File: config.mk
export PLATFORM = sky130hd
export DESIGN_NAME = bam8_mac_acc_flat
export DESIGN_NICKNAME = d
export VERILOG_FILES = /design/src/rtl/bam8_mac_acc_if.sv /design/src/rtl/bam8_mac_acc.sv /design/src/flat_wrapper.sv
export SDC_FILE = /design/constraint.sdc
export NUM_CORES = 1
export LEC_CHECK = 0
export BUFFER_PORTS_ARGS = -buffer_cell sky130_fd_sc_hd__buf_2
export CORE_ASPECT_RATIO = 1.75
export CORE_MARGIN = 5
export CORE_UTILIZATION = 52
export DETAILED_ROUTE_END_ITERATION = 6
export GPL_TIMING_DRIVEN = 0
export PLACE_DENSITY = 0.8
export SLEW_MARGIN = 30
export SYNTH_ARGS = -nofsm -noshare
export SYNTH_HDL_FRONTEND = slang
export SYNTH_SLANG_ARGS = --single-unit
File: constraint.sdc
create_clock -name clk -period 3.15 [get_ports clk]
set_input_delay 0.63 -clock clk [delete_from_list [all_inputs] [get_ports clk]]
set_output_delay 0.63 -clock clk [all_outputs]
set_load 0.03 [all_outputs]
File: src/rtl/bam8_mac_acc_if.sv
`default_nettype none
// ============================================================================
// Module   : bam8_mac_acc_if
// Purpose  : Operand/result handshake bundle for the BAM 8x8 MAC accumulator.
// Revision : 1.0
// ============================================================================
interface bam8_mac_acc_if #(
    parameter int ACC_W = 24,
    parameter int CNT_W = 8
);
    logic [CNT_W-1:0] cfg_len;
    logic             in_valid;
    logic             in_ready;
    logic [7:0]       in_a;
    logic [7:0]       in_b;
    logic             out_valid;
    logic             out_ready;
    logic [ACC_W-1:0] out_sum;
    logic             out_ovf;

    modport master (
        output cfg_len, in_valid, in_a, in_b, out_ready,
        input  in_ready, out_valid, out_sum, out_ovf
    );

    modport slave (
        input  cfg_len, in_valid, in_a, in_b, out_ready,
        output in_ready, out_valid, out_sum, out_ovf
    );
endinterface
`default_nettype wire

File: src/rtl/bam8_mac_acc.sv
`default_nettype none
// ============================================================================
// Module   : bam8_mac_acc
// Purpose  : Registered BAM (hbl=1, vbl=10) product stage feeding a saturating
//            grouped accumulator with valid/ready on both sides.
// Revision : 1.0
// ============================================================================
module bam8_mac_acc #(
    parameter int ACC_W = 24,
    parameter int CNT_W = 8
) (
    input  logic           clk,
    input  logic           rst,
    bam8_mac_acc_if.slave  bus
);

    logic [15:0]      w_prod;
    logic [CNT_W-1:0] w_len_cfg;
    logic [CNT_W-1:0] w_len_eff;
    logic             w_last;
    logic             w_s1_adv;
    logic             w_in_ready;
    logic             w_accept;
    logic             w_fire;
    logic [ACC_W:0]   w_sum;
    logic             w_carry;
    logic [ACC_W-1:0] w_sat;

    logic [CNT_W-1:0] cnt_q, cnt_d;
    logic [CNT_W-1:0] len_q, len_d;
    logic [15:0]      s1_p_q, s1_p_d;
    logic             s1_vld_q, s1_vld_d;
    logic             s1_last_q, s1_last_d;
    logic [ACC_W-1:0] acc_q, acc_d;
    logic             ovf_q, ovf_d;
    logic [ACC_W-1:0] out_sum_q, out_sum_d;
    logic             out_ovf_q, out_ovf_d;
    logic             out_valid_q, out_valid_d;

    // Only partial products with i+j >= 10 survive, which needs i,j >= 3.
    always_comb begin
        w_prod = '0;
        for (int i = 3; i < 8; i++) begin
            for (int j = 10 - i; j < 8; j++) begin
                w_prod = w_prod + (16'(bus.in_a[i] & bus.in_b[j]) << (i + j));
            end
        end
    end

    always_comb begin
        w_len_cfg  = (bus.cfg_len == '0) ? CNT_W'(1) : bus.cfg_len;
        w_len_eff  = (cnt_q == '0) ? w_len_cfg : len_q;
        w_last     = (cnt_q == (w_len_eff - CNT_W'(1)));
        // Only a last product waiting on an unaccepted result blocks stage 1.
        w_s1_adv   = !(s1_last_q && out_valid_q && !bus.out_ready);
        w_in_ready = !s1_vld_q || w_s1_adv;
        w_accept   = bus.in_valid && w_in_ready;
        w_fire     = s1_vld_q && w_s1_adv;
        w_sum      = {1'b0, acc_q} + {{(ACC_W - 15){1'b0}}, s1_p_q};
        w_carry    = w_sum[ACC_W];
        w_sat      = w_carry ? '1 : w_sum[ACC_W-1:0];
    end

    always_comb begin
        cnt_d       = cnt_q;
        len_d       = len_q;
        s1_p_d      = s1_p_q;
        s1_vld_d    = s1_vld_q;
        s1_last_d   = s1_last_q;
        acc_d       = acc_q;
        ovf_d       = ovf_q;
        out_sum_d   = out_sum_q;
        out_ovf_d   = out_ovf_q;
        out_valid_d = out_valid_q && !bus.out_ready;

        if (w_accept) begin
            if (cnt_q == '0) begin
                len_d = w_len_cfg;
            end
            cnt_d     = w_last ? '0 : cnt_q + CNT_W'(1);
            s1_p_d    = w_prod;
            s1_vld_d  = 1'b1;
            s1_last_d = w_last;
        end else if (w_s1_adv) begin
            s1_vld_d = 1'b0;
        end

        if (w_fire) begin
            if (s1_last_q) begin
                out_sum_d   = w_sat;
                out_ovf_d   = ovf_q | w_carry;
                out_valid_d = 1'b1;
                acc_d       = '0;
                ovf_d       = 1'b0;
            end else begin
                acc_d = w_sat;
                ovf_d = ovf_q | w_carry;
            end
        end
    end

    always_ff @(posedge clk) begin
        if (rst) begin
            cnt_q       <= '0;
            len_q       <= CNT_W'(1);
            s1_p_q      <= '0;
            s1_vld_q    <= 1'b0;
            s1_last_q   <= 1'b0;
            acc_q       <= '0;
            ovf_q       <= 1'b0;
            out_sum_q   <= '0;
            out_ovf_q   <= 1'b0;
            out_valid_q <= 1'b0;
        end else begin
            cnt_q       <= cnt_d;
            len_q       <= len_d;
            s1_p_q      <= s1_p_d;
            s1_vld_q    <= s1_vld_d;
            s1_last_q   <= s1_last_d;
            acc_q       <= acc_d;
            ovf_q       <= ovf_d;
            out_sum_q   <= out_sum_d;
            out_ovf_q   <= out_ovf_d;
            out_valid_q <= out_valid_d;
        end
    end

    assign bus.in_ready  = w_in_ready;
    assign bus.out_valid = out_valid_q;
    assign bus.out_sum   = out_sum_q;
    assign bus.out_ovf   = out_ovf_q;

endmodule
`default_nettype wire
File: src/flat_wrapper.sv
// flat-port wrapper written by rule: the top's interface ports become plain ports
module bam8_mac_acc_flat 
#(
    parameter int ACC_W = 24,
    parameter int CNT_W = 8
)
  (clk, rst, bus_cfg_len, bus_in_valid, bus_in_a, bus_in_b, bus_out_ready, bus_in_ready, bus_out_valid, bus_out_sum, bus_out_ovf);
  bam8_mac_acc_if #(.ACC_W(ACC_W), .CNT_W(CNT_W)) bus_i ();
  input  logic clk;
  input  logic rst;
  input wire logic [$bits(bus_i.cfg_len)-1:0] bus_cfg_len;
  input wire logic [$bits(bus_i.in_valid)-1:0] bus_in_valid;
  input wire logic [$bits(bus_i.in_a)-1:0] bus_in_a;
  input wire logic [$bits(bus_i.in_b)-1:0] bus_in_b;
  input wire logic [$bits(bus_i.out_ready)-1:0] bus_out_ready;
  output wire logic [$bits(bus_i.in_ready)-1:0] bus_in_ready;
  output wire logic [$bits(bus_i.out_valid)-1:0] bus_out_valid;
  output wire logic [$bits(bus_i.out_sum)-1:0] bus_out_sum;
  output wire logic [$bits(bus_i.out_ovf)-1:0] bus_out_ovf;
  assign bus_i.cfg_len = bus_cfg_len;
  assign bus_i.in_valid = bus_in_valid;
  assign bus_i.in_a = bus_in_a;
  assign bus_i.in_b = bus_in_b;
  assign bus_i.out_ready = bus_out_ready;
  assign bus_in_ready = bus_i.in_ready;
  assign bus_out_valid = bus_i.out_valid;
  assign bus_out_sum = bus_i.out_sum;
  assign bus_out_ovf = bus_i.out_ovf;
  bam8_mac_acc #(.ACC_W(ACC_W), .CNT_W(CNT_W)) u_core (.clk(clk), .rst(rst), .bus(bus_i));
endmodule
# After elaboration in Yosys (flattened, before gate mapping)
# Index checks and enable logic that the tools add are counted.
# word_totals
inputBits,28
word_cells,67
output_inout_bits,27
reg_bits,85
# op_classes
n_eq_ne,2
bitwise,16
muxes,10
n_reduce_logical,12
addsub,17
# op_table
operator,count
adder 16 bit,14
two-way mux 24 bit,2
adder 24 x 16 -> 25 bit,1
two-way mux 8 bit,3
logical NOT 8 bit,2
AND 1 bit,15
"adder 8 x 1 -> 8 bit, second input constant",1
equality test 8 bit,1
"subtractor 8 x 1 -> 8 bit, second input constant",1
logical AND 1 bit,5
two-way mux 1 bit,5
logical NOT 1 bit,3
"!= test 2 x 1 -> 1 bit, second input constant",1
AND reduction 2 bit,1
logical OR 1 bit,1
bitwise OR 1 bit,1

# Depth between registers and ports, before layout
# logic_depth
word_depth,15
depth_mapped,14
mapped_depth_nobuf,14

# Least setup slack after synthesis
# OpenSTA, ideal clock, no wires.
# synth_path
kind,input-to-reg
from,in bus_in_b[4]
to,reg u_core.s1_p_q[15]
arrival_time_ps,3144
slack_ps,-64
required_time_ps,3080
n_path_buf,0
setup_ps,70
stages,14
path_cell_list,nand2_1 -> fa_1 -> inv_1 -> fa_1 -> ha_1 -> ha_1 -> inv_1 -> fa_1 -> inv_1 -> a21o_1 -> a21oi_1 -> xnor2_1 -> nand2_1 -> a21oi_1
# synth_via
elab_chain_cells,10
elab_cells_between_ends,11
cone_classes,9 x add/sub; 2 x bitwise
# synth_lines
item,line_no,source
"start, declared",flat_wrapper.sv:14,input wire logic [$bits(bus_i.in_b)-1:0] bus_in_b;
AND 1 bit,bam8_mac_acc.sv:45,w_prod = w_prod + (16'(bus.in_a[i] & bus.in_b[j]) << (i + j));
adder 16 bit (5 in series),bam8_mac_acc.sv:45,
adder 16 bit (*) (4 in series),bam8_mac_acc.sv:45,
"end signal, assigned",bam8_mac_acc.sv:117,s1_p_q <= s1_p_d;
"end, declared",bam8_mac_acc.sv:31,"logic [15:0] s1_p_q, s1_p_d;"
# Mark *: on every way between the ends. The rest lies on a longest branch, timed or not.
# A chain may end at the register's enable or synchronous reset.

# Worst setup path after layout
# layout_path
from,in bus_in_a[7]
to,reg u_core.s1_p_q[15]
# layout_via
elab_chain_cells,6
elab_cells_between_ends,10
cone_classes,5 x add/sub; 5 x bitwise
# layout_lines
item,line_no,source
"start, declared",flat_wrapper.sv:13,input wire logic [$bits(bus_i.in_a)-1:0] bus_in_a;
AND 1 bit,bam8_mac_acc.sv:45,
adder 16 bit (4 in series),bam8_mac_acc.sv:45,
adder 16 bit (*),bam8_mac_acc.sv:45,
# Marks and branches as above.

==> results.yml <==
status:
  outcome: "finished, final reports clean"
timing:
  report.final.setup_viol: 0
  finalMaxSlewViolations: 0
  fmax_ghz: 0.330
  finalClockSkew_ns: 0.00437
  setup_repair_after_global_routing_missed_its_margin: "no"
  headroom_to_the_max_slew_limit_pct: 55.9
  worst_slew_pin_slew_ns: 0.661
  hold_violations: 0
  finalWorstPathRequiredPeriod_ns: 3.03
  setup_total_negative_slack_ns: 0
  post-route-period-util_pct: 96.2
placement:
  portBuffers: 48
  dp.cells: 624
  dpl.hpwl_um: 7370
  postPlaceCellArea_mm2: 0.00438
  place_congestion: 0.920
layout:
  n_antenna_cell: 0
  post-route-cell-area_mm2: 0.00485
  layout.nets: 614
  utilization_pct: 64.2
  areaGrowthSynthToFinish_pct: 20.7
  final_layout_size_suffix_gt1_share_pct: 18.3
  layout.cells.non_filler: 650
clocking:
  clk_latency_ns: 0.33
  cts-root-buf: "sky130_fd_sc_hd__clkbuf_16"
  clock_sinks: 75
  cts_htree_levels: 3
  hold_buffers: 0
  cts_tree: "built"
  clk_transition_reported_paths_ns: 0.05
  numCtsBuffers: 9
  cts-root-to-sink-buffers: 2
routing:
  routed-via-count: 3662
  route.detailed.drc: 0
  drt-wirelength-per-cell_um: 15.3
  drt_wl_total_um: 9970
  drt-vias-per-instance: 5.63
  drt_pass1_iterations: 4
  final_antenna_net_count: 0
  detailedRoute.firstIterationViolations: 191
worst_setup_path:
  critical_path.cell_chain: "buf_4 > nand2_2 > fa_1 > inv_1 > fa_1 > ha_4 > ha_4 > inv_2 > fa_2 > inv_1 > a21o_1 > a21oi_2 > xnor2_1 > nand2_1 > a21oi_1"
  critPathSlowestCell: "sky130_fd_sc_hd__fa_1"
  regToRegEndpoint: "u_core.s1_last_q"
  critical_path_required_ns: 3.41
  cp.buffers_inverters: 4
  crit_type: "input port to flip-flop"
  category_of_cells_accounting_for_the_largest_share_of_critical_path_delay: "adder cells"
  start_kind: "input port"
  worst_ep_arrival_time_ns: 3.29
  critical-path-max-stage-delay_ns: 0.52
  worstRegToRegCells: 13
  critical_path_maximum_fanout: 5
  end_kind: "flip-flop"
  rrSetupSlack_ns: 0.14
  startpoint: "bus_in_a[7]"
  worst_r2r_start: "u_core.cnt_q[1]"
power_and_ir_drop:
  ir_drop_v: 0.000294
  seq_power_share_pct: 40.0
  power_report.internal_total_w: 0.00184
  p_clk_share_pct: 41.0
  share_comb_of_total_power_pct: 18.9
  p_leak_nw: 2.09
  swShare_pct: 26.4
  power_switching_w: 0.000661
  finalPower_w: 0.00250
  pwr_density_cell_mw_per_mm2: 515
floorplanning:
  floorplan.rows: 42
  top_level_ports: 55
  total_core_area_mm2: 0.00757
  dieHeight_um: 126
  fp.dieW_um: 76.5
  floorplan.initialDensity_pct: 53.1
  die_area_mm2: 0.00966
yosys:
  synthesis.nets: 544
  synth-warning-count: 0
  ys_ff_latch: 75
  ys.flop_type: "sky130_fd_sc_hd__dfxtp_1"
  synthesis.area_per_instance_um2: 8.24
  synth_edf_count: 0
  post_synth_top_area_share_pct: 37.3
  post_synth_instance_area_mm2: 0.00402
  async_set_or_reset_flop_fraction_in_the_synthesized_netlist_pct: 0
  synth.yosys.seq_area_share_pct: 37.3
  synth_top_cells_by_area: "sky130_fd_sc_hd__dfxtp_1 (37%), sky130_fd_sc_hd__nand2_1 (6.6%), sky130_fd_sc_hd__ha_1 (6.5%)"
  postSynthCellCount: 488
  synth_top_cell_by_area: "sky130_fd_sc_hd__dfxtp_1"
  synth_cell_types: 54
global_route:
  grt_antenna_before_repair: 0
  globalRouteOverflowTotal: 0
  grt_util_all_layers_pct: 21.1
  globalRoute.busiestLayer: "met2"
  gr-usage-met1_pct: 20.9
  globalRouteMet2Util_pct: 38.6
  grt_pass1_wl_um: 16600
  globalRouteMet3Util_pct: 4.82
  first_global_vias: 3686
  maximum_number_of_pins_on_one_net_before_global_route_repair: 13
min_path:
  hold-path-cell-count: 2
  worst_hold_endpoint: "u_core.bus.out_sum[17]"
  hold_start: "u_core.bus.out_sum[17]"
  holdCritPathClass: "flip-flop to flip-flop"
flow_run:
  timing.max_cap.violations: 0
==> layer usage <==
metal	up-vias	routed length [um]	part of all wire (%)
met4	0	448	4.5
met5	-	0	0
met2	120	5410	54
li1	1827	-	-
met3	33	514	5.2
met1	1682	3600	36
==> worst register-to-register path: stages, from the launching register on <==
cell and delay, ns:
sky130_fd_sc_hd__dfxtp_2 0.35, sky130_fd_sc_hd__inv_2 0.09, sky130_fd_sc_hd__ha_4 0.14, sky130_fd_sc_hd__or4b_4 0.50, sky130_fd_sc_hd__nor2_4 0.14, sky130_fd_sc_hd__buf_6 0.13, sky130_fd_sc_hd__mux2i_4 0.26, sky130_fd_sc_hd__ha_4 0.18
sky130_fd_sc_hd__xor2_2 0.15, sky130_fd_sc_hd__a21oi_1 0.07, sky130_fd_sc_hd__nor3b_2 0.21, sky130_fd_sc_hd__nand4_2 0.16, sky130_fd_sc_hd__or4_1 0.43, sky130_fd_sc_hd__a21oi_1 0.13
==> registers in the layout, indices dropped and copies added, names as in the netlist <==
name	flops
u_core.acc_q	24
u_core.bus.out_sum	24
u_core.cnt_q	8
u_core.len_q	8
u_core.s1_p_q	6
u_core.bus.out_ovf	1
u_core.bus.out_valid	1
u_core.ovf_q	1
u_core.s1_last_q	1
u_core.s1_vld_q	1
==> cell families after synthesis <==
family | count (synthesis) | synth area share, %
adders and majority gates | 28 | 10.0
muxes | 4 | 0.996
DFF | 75 | 37.3
xor gates and xnor gates | 26 | 5.66
and+or+nand+nor | 205 | 25.4
buffers and inverters | 43 | 4.32
AOI/OAI and AO/OA | 107 | 16.3
==> cell type report <==
cell class | instances | area (um^2)
repair buffers | 59 | 325
fillers | 653 | 2710
plain buffers | 23 | 103
multi-input cells | 370 | 2430
flip-flops and latches | 75 | 1510
inverters | 20 | 75.1
clock buffers | 11 | 253
well taps | 88 | 110
clock inverters | 4 | 50.0
==> worst max-delay path by stage <==
stage,endpoint,cells past startpoint
2_1_floorplan,u_core.s1_p_q[15],14
3_3_place_gp,u_core.s1_last_q,13
3_5_place_dp,u_core.s1_p_q[15],15
4_1_cts,u_core.s1_last_q,13
5_1_grt,u_core.s1_last_q,13
6_report,u_core.s1_p_q[15],15
==> cells in the final DEF, fill, tap and decap left out, types with 3 or more instances in the layout <==
master	Yosys	routed
sky130_fd_sc_hd__a21o_1	4	4
sky130_fd_sc_hd__xor2_1	8	7
sky130_fd_sc_hd__a21oi_1	30	29
sky130_fd_sc_hd__a311oi_1	4	4
sky130_fd_sc_hd__nand2b_1	4	4
sky130_fd_sc_hd__nor3_1	16	16
sky130_fd_sc_hd__nand4_1	5	5
sky130_fd_sc_hd__inv_2	0	3
sky130_fd_sc_hd__and3_1	9	9
sky130_fd_sc_hd__fa_1	7	6
sky130_fd_sc_hd__o31ai_1	4	4
sky130_fd_sc_hd__buf_4	1	12
sky130_fd_sc_hd__nor2_1	52	52
sky130_fd_sc_hd__o21ai_0	30	30
sky130_fd_sc_hd__ha_4	0	4
sky130_fd_sc_hd__o21a_1	6	5
sky130_fd_sc_hd__nor4_1	4	4
sky130_fd_sc_hd__clkbuf_1	20	20
sky130_fd_sc_hd__and2_1	8	8
sky130_fd_sc_hd__dfxtp_1	75	73
sky130_fd_sc_hd__a21boi_1	3	3
sky130_fd_sc_hd__mux2i_1	4	3
sky130_fd_sc_hd__clkbuf_16	0	9
sky130_fd_sc_hd__inv_1	20	17
sky130_fd_sc_hd__xnor2_1	18	18
sky130_fd_sc_hd__a211oi_1	6	6
sky130_fd_sc_hd__ha_1	21	17
sky130_fd_sc_hd__o21ai_1	9	8
sky130_fd_sc_hd__or4_1	4	4
sky130_fd_sc_hd__nand2_1	71	69
sky130_fd_sc_hd__nand3_1	12	12
sky130_fd_sc_hd__buf_2	1	48
sky130_fd_sc_hd__nor2b_1	5	5
==> Yosys cell counts (all sizes together), types with 3 or more instances <==
library cell and instances:
nor2b 5, xnor2 18, nor2 53, ha 21, a211oi 6, mux2i 4
nor4 6, xor2 8, nand2b 4, fa 7, o21a 6, or4 4
clkbuf 20, o31ai 4, and3 9, buf 3, a21o 4, nor3 16
a311oi 4, a21boi 4, nand4 6, nand2 71, a21oi 30, and2 8
dfxtp 75, o21ai 39, nand3 12, inv 20
==> power groups by stage <==
stage	sequential (W)	clock, W	combinational (W)
final	0.00100	0.00103	0.000474
after global routing	0.00100	0.00110	0.000523
after detailed placement	0.00102	0	0.000396
after CTS	0.00100	0.00105	0.000432
after global placement	0.00102	0	0.000378
after floorplan	0.00101	0	0.000300
==> stage by stage <==
step                      hold slack (ns)  worst slack [ns]
after floorplan                     0.432            0.0284
after global placement              0.427            -0.210
after detailed placement            0.435            -0.290
after CTS                           0.443           0.00656
after global routing                0.458            0.0110
final                               0.437             0.118
==> what timing repair did <==
item	CTS	global route
pin swaps	1	12
endpoints found under the setup margin	9	9
endpoints found under the hold margin	0	0
gates resized for setup	9	11
setup buffers	4	7
No activity file was read; power rests on OpenSTA's default activity.
